File: config.mk
export PLATFORM = sky130hd
export DESIGN_NAME = multicycle_cpu
export DESIGN_NICKNAME = d
export VERILOG_FILES = /design/src/rtl/cpu_pkg.sv /design/src/rtl/cpu_alu.sv /design/src/rtl/multicycle_cpu.sv
export SDC_FILE = /design/constraint.sdc
export NUM_CORES = 1
export LEC_CHECK = 0
export CORE_AREA = 2 2 92 94
export CTS_CLUSTER_SIZE = 30
export DETAILED_ROUTE_END_ITERATION = 8
export DIE_AREA = 0 0 94 96
export PLACE_DENSITY = 0.8
export SLEW_MARGIN = 10
export SYNTH_ARGS = -nofsm -noshare
export SYNTH_HDL_FRONTEND = slang
export SYNTH_HIERARCHICAL = 1
export SYNTH_SLANG_ARGS = --single-unit
export TNS_END_PERCENT = 20
File: constraint.sdc
create_clock -name clk -period 3.9 [get_ports clk]
set_clock_uncertainty 0.05 [all_clocks]
set_input_delay 0.39 -clock clk [delete_from_list [all_inputs] [get_ports clk]]
set_output_delay 0.39 -clock clk [all_outputs]
set_load 0.005 [all_outputs]
File: src/rtl/cpu_pkg.sv
// rtl/cpu_pkg.sv - shared opcodes, FSM state type and field-width helpers for multicycle_cpu
// Purpose: common definitions imported by multicycle_cpu and cpu_alu.
// Ports: none (package).
package cpu_pkg;

  localparam logic [2:0] OP_ADD = 3'b000;
  localparam logic [2:0] OP_SUB = 3'b001;
  localparam logic [2:0] OP_AND = 3'b010;
  localparam logic [2:0] OP_OR  = 3'b011;
  localparam logic [2:0] OP_LDI = 3'b100;
  localparam logic [2:0] OP_LD  = 3'b101;
  localparam logic [2:0] OP_ST  = 3'b110;
  // 3'b111 is BZ, or HALT when rd is all ones.
  localparam logic [2:0] OP_BZ  = 3'b111;

  typedef enum logic [1:0] {
    FETCH = 2'd0,
    EXEC  = 2'd1,
    MEM   = 2'd2,
    HALT  = 2'd3
  } state_t;

  // A single-register file still needs a one-bit index field to stay legal.
  function automatic int ridx_width(input int nregs);
    return (nregs > 1) ? $clog2(nregs) : 1;
  endfunction

  function automatic int instr_width(input int nregs, input int imm_w);
    return 3 + ridx_width(nregs) + imm_w;
  endfunction

endpackage

File: src/rtl/cpu_alu.sv
// rtl/cpu_alu.sv - combinational ALU producing result, zero and carry/borrow
// Purpose: ADD/SUB/AND/OR datapath for multicycle_cpu.
// Ports: a, b (operands, DATA_W), op (opcode, 3) -> result (DATA_W), z (result==0),
//        c (carry-out for ADD, borrow for SUB, 0 otherwise).
module cpu_alu
  import cpu_pkg::*;
#(
  parameter int DATA_W = 8
) (
  input  logic [DATA_W-1:0] a,
  input  logic [DATA_W-1:0] b,
  input  logic [2:0]        op,
  output logic [DATA_W-1:0] result,
  output logic              z,
  output logic              c
);

  logic [DATA_W:0] wide;

  always_comb begin
    wide = '0;
    c    = 1'b0;
    case (op)
      OP_ADD: begin
        wide = {1'b0, a} + {1'b0, b};
        c    = wide[DATA_W];
      end
      OP_SUB: begin
        // The extra top bit of an unsigned subtract is set exactly when a < b.
        wide = {1'b0, a} - {1'b0, b};
        c    = wide[DATA_W];
      end
      OP_AND:  wide = {1'b0, a & b};
      OP_OR:   wide = {1'b0, a | b};
      default: wide = '0;
    endcase
    result = wide[DATA_W-1:0];
    z      = (result == '0);
  end

endmodule

File: src/rtl/multicycle_cpu.sv
// rtl/multicycle_cpu.sv - multi-cycle CPU with FETCH/EXEC/MEM/HALT FSM and req/valid memories
// Purpose: fetch and execute one instruction at a time, tolerating memory wait states.
// Ports: clk, reset (sync, active-high);
//        imem_req/imem_addr out, imem_valid/imem_rdata in (instruction fetch);
//        dmem_req/dmem_we/dmem_addr/dmem_wdata out, dmem_valid/dmem_rdata in (data access);
//        alu_result (last register write), pc_out, retired (pulse per instruction), halted.
module multicycle_cpu
  import cpu_pkg::*;
#(
  parameter int DATA_W = 8,
  parameter int ADDR_W = 8,
  parameter int NREGS  = 4,
  parameter int IMM_W  = 3,
  localparam int RIDX_W  = ridx_width(NREGS),
  localparam int INSTR_W = instr_width(NREGS, IMM_W)
) (
  input  logic               clk,
  input  logic               reset,
  output logic               imem_req,
  output logic [ADDR_W-1:0]  imem_addr,
  input  logic               imem_valid,
  input  logic [INSTR_W-1:0] imem_rdata,
  output logic               dmem_req,
  output logic               dmem_we,
  output logic [ADDR_W-1:0]  dmem_addr,
  output logic [DATA_W-1:0]  dmem_wdata,
  input  logic               dmem_valid,
  input  logic [DATA_W-1:0]  dmem_rdata,
  output logic [DATA_W-1:0]  alu_result,
  output logic [ADDR_W-1:0]  pc_out,
  output logic               retired,
  output logic               halted
);

  state_t               state_q, state_d;
  logic [ADDR_W-1:0]    pc_q, pc_d;
  logic [INSTR_W-1:0]   ir_q, ir_d;
  logic [DATA_W-1:0]    regs_q [NREGS];
  logic [DATA_W-1:0]    regs_d [NREGS];
  logic                 z_q, z_d;
  logic                 c_q, c_d;
  logic [DATA_W-1:0]    alu_result_q, alu_result_d;

  logic [2:0]           opcode;
  logic [RIDX_W-1:0]    rd;
  logic [RIDX_W-1:0]    rs;
  logic [IMM_W-1:0]     imm;
  logic                 is_halt;

  logic [DATA_W-1:0]    alu_res;
  logic                 alu_z;
  logic                 alu_c;
  logic                 wr_en;
  logic [DATA_W-1:0]    wr_data;

  assign opcode  = ir_q[INSTR_W-1 -: 3];
  assign rd      = ir_q[IMM_W +: RIDX_W];
  assign imm     = ir_q[IMM_W-1:0];
  assign rs      = imm[RIDX_W-1:0];
  assign is_halt = (opcode == OP_BZ) && (&rd);

  cpu_alu #(
    .DATA_W (DATA_W)
  ) u_alu (
    .a      (regs_q[rd]),
    .b      (regs_q[rs]),
    .op     (opcode),
    .result (alu_res),
    .z      (alu_z),
    .c      (alu_c)
  );

  always_comb begin
    state_d      = state_q;
    pc_d         = pc_q;
    ir_d         = ir_q;
    regs_d       = regs_q;
    z_d          = z_q;
    c_d          = c_q;
    alu_result_d = alu_result_q;
    imem_req     = 1'b0;
    dmem_req     = 1'b0;
    retired      = 1'b0;
    wr_en        = 1'b0;
    wr_data      = '0;

    case (state_q)
      FETCH: begin
        imem_req = 1'b1;
        if (imem_valid) begin
          ir_d    = imem_rdata;
          pc_d    = pc_q + ADDR_W'(1);
          state_d = EXEC;
        end
      end
      EXEC: begin
        case (opcode)
          OP_ADD, OP_SUB, OP_AND, OP_OR: begin
            wr_en   = 1'b1;
            wr_data = alu_res;
            z_d     = alu_z;
            c_d     = alu_c;
            retired = 1'b1;
            state_d = FETCH;
          end
          OP_LDI: begin
            wr_en   = 1'b1;
            wr_data = DATA_W'(imm);
            retired = 1'b1;
            state_d = FETCH;
          end
          OP_LD, OP_ST: state_d = MEM;
          default: begin
            retired = 1'b1;
            if (is_halt) begin
              state_d = HALT;
            end else begin
              if (z_q) pc_d = ADDR_W'(imm);
              state_d = FETCH;
            end
          end
        endcase
      end
      MEM: begin
        dmem_req = 1'b1;
        if (dmem_valid) begin
          retired = 1'b1;
          state_d = FETCH;
          if (opcode == OP_LD) begin
            wr_en   = 1'b1;
            wr_data = dmem_rdata;
          end
        end
      end
      HALT: ;
      default: state_d = FETCH;
    endcase

    if (wr_en) begin
      regs_d[rd]   = wr_data;
      alu_result_d = wr_data;
    end
  end

  always_ff @(posedge clk) begin
    if (reset) begin
      state_q      <= FETCH;
      pc_q         <= '0;
      ir_q         <= '0;
      z_q          <= 1'b0;
      c_q          <= 1'b0;
      alu_result_q <= '0;
      for (int i = 0; i < NREGS; i++) regs_q[i] <= '0;
    end else begin
      state_q      <= state_d;
      pc_q         <= pc_d;
      ir_q         <= ir_d;
      z_q          <= z_d;
      c_q          <= c_d;
      alu_result_q <= alu_result_d;
      regs_q       <= regs_d;
    end
  end

  // Address, direction and write data come straight from IR/register state,
  // which cannot change while MEM waits, so they stay stable until valid.
  assign imem_addr  = pc_q;
  assign pc_out     = pc_q;
  assign dmem_we    = (opcode == OP_ST);
  assign dmem_addr  = ADDR_W'(imm);
  assign dmem_wdata = regs_q[rd];
  assign alu_result = alu_result_q;
  assign halted     = (state_q == HALT);

endmodule
==> results.json <==
{
  "syn_inst": 478,
  "gp_congestion": 0.941,
  "rsz0062_at_grt": "false",
  "synth_warnings": 6,
  "die_w_um": 94,
  "slowest_stage": "mux4_2",
  "cts_sinks": 59,
  "grt_pass1_wl_mm": 17.7,
  "period_share": 0.924,
  "worstReg2RegEnd": "z_q",
  "synth.avg_cell_area_um2": 8.90,
  "hpwl_mm": 7.95,
  "min_path_cells": 2,
  "place_area_mm2": 0.00478,
  "cp_cell_sequence": "mux4_2 -> inv_1 -> ha_1 -> inv_1 -> fa_1 -> nor2b_1 -> o311ai_1 -> a21oi_1 -> a211o_1 -> o21bai_1 -> nor4_2 -> nand3b_1 -> a21oi_1",
  "clockRootBuffer": "clkbuf_8",
  "top_usage_layer": "met2",
  "portBuffers": 59,
  "drv_slew": 0,
  "path_max_fanout": 4,
  "reg2reg_slack_ns": 0.30,
  "antenna_found_initial": 0,
  "cts_tree": "built",
  "crit_required_ns": 4.10,
  "reg2regPathDepth": 13,
  "diodes": 0,
  "dr.pass1.iters": 4,
  "start_kind": "register",
  "mostFrequentLayoutCells": "58 x dfxtp_1, 58 x clkdlybuf4s50_1, 48 x nor2_1",
  "fillers": 661,
  "p_leak_nw": 1.72,
  "syn_to_final_growth_pct": 16.6,
  "die-area_mm2": 0.00902,
  "p_per_area_mw_per_mm2": 320,
  "period_minus_slack_ns": 3.60,
  "tns_ns": 0,
  "cts_max_path_buffers": 2,
  "critPathArrivalTime_ns": 3.80,
  "final_area_mm2": 0.00496,
  "final_net_count": 567,
  "cts_inserted_buffers": 9,
  "ctsHoldBuffers": 0,
  "hold_slack_ns": 0.411,
  "criticalPathCategory": "reg2reg",
  "insertion_delay_ns": 0.33,
  "max_slew_margin": 0.330,
  "status": "completed",
  "finalHoldViolCount": 0,
  "clk_pin_slew_ns": 0.06,
  "cap_violations": 0,
  "ant_nets": 0,
  "tightest_slew_ns": 1.00,
  "globalRouteOverflowTotal": 0,
  "grt_pass1_vias": 3574,
  "dieHeight_um": 96,
  "worstHoldEndpoint": "alu_result[4]",
  "vias": 3735,
  "vias_per_cell": 6.00,
  "peakVddDrop_mv": 0.304,
  "postCtsSetupBuffers": 0,
  "hp-class": "reg2reg",
  "start_util": 0.528,
  "fmax_ghz": 0.278,
  "routedWlPerCell_um": 17.2,
  "cp_slowest_stage_delay_ns": 0.58,
  "grt_use_total": 0.246,
  "met2_usage": 0.401,
  "holdCritStartpoint": "alu_result[4]",
  "global_route.usage.met1": 0.335,
  "syn_area_mm2": 0.00425,
  "setup_viol": 0,
  "end_kind": "register",
  "grt_use_met3": 0.0352,
  "core-area_mm2": 0.00805,
  "dr.first_iter.drc_count": 267,
  "regToRegStartpoint": "ir_q[3]",
  "pin_count": 65,
  "drive_above_1_share": 0.122,
  "drcViolationCount": 0,
  "rows": 33,
  "htreeDepth": 3,
  "wirelength_mm": 10.7,
  "grt_max_degree": 56
}
-- sequential cells by signal, summed over array words and instances (netlist names) --
signal / cells
regs_q: 32
alu_result: 8
imem_addr: 8
ir_q: 8
state_q: 2
z_q: 1
-- critical path, delay by kind of cell (launching register included) --
family | cells | cell delay [ns]
and+or+nand+nor | 3 | 0.61
buffers and inverters | 2 | 0.18
muxes | 1 | 0.58
adders and majority gates | 2 | 0.58
AOI/OAI and AO/OA | 5 | 1.11
DFF | 1 | 0.42
-- through the flow --
stage	util	setup WS (ns)	power, mW	instances
2_1_floorplan	-	0.432	0.948	482
6_report	0.616	0.297	1.59	623
4_1_cts	0.616	0.192	1.59	623
3_5_place_dp	0.593	0.224	1.06	609
5_1_grt	0.616	0.0774	1.67	623
3_3_place_gp	0.593	0.278	1.05	609
-- what timing repair did --
| action | CTS | global route |
|---|---|---|
| setup endpoints to repair | 0 | 2 |
| resized for setup | 0 | 2 |
| hold endpoints to repair | 0 | 0 |
-- worst max path at each step --
stage,start,end,slack [ns],cells after the start
after floorplan,ir_q[3],z_q,0.43,15
after detailed placement,ir_q[4],z_q,0.22,13
final,ir_q[3],z_q,0.30,13
after global routing,ir_q[3],z_q,0.08,13
after CTS,ir_q[4],z_q,0.19,13
after global placement,ir_q[4],z_q,0.28,13
-- where the power goes --
group	switching, mW	total, mW	internal (mW)
logic	0.208	0.392	0.184
clock network	0.229	0.533	0.303
registers	0.0354	0.660	0.625
total	0.473	1.59	1.11
-- routing by layer --
metal | up-vias | routed length (um)
li1 | 1796 | -
met1 | 1790 | 4730
met2 | 126 | 5190
met3 | 23 | 568
met4 | 0 | 226
met5 | - | 0
-- cell type report --
cell class                      instances  area [um2]  share of cell area
Clock buffer                           11         141              0.0285
Sequential cell                        59        1180               0.238
Clock inverter                          3        40.0             0.00807
Multi-Input combinational cell        349        2710               0.546
Inverter                               29         109              0.0220
Timing Repair Buffer                   67         646               0.130
Tap cell                              105         131              0.0265
No activity file was read; power rests on OpenSTA's default activity.
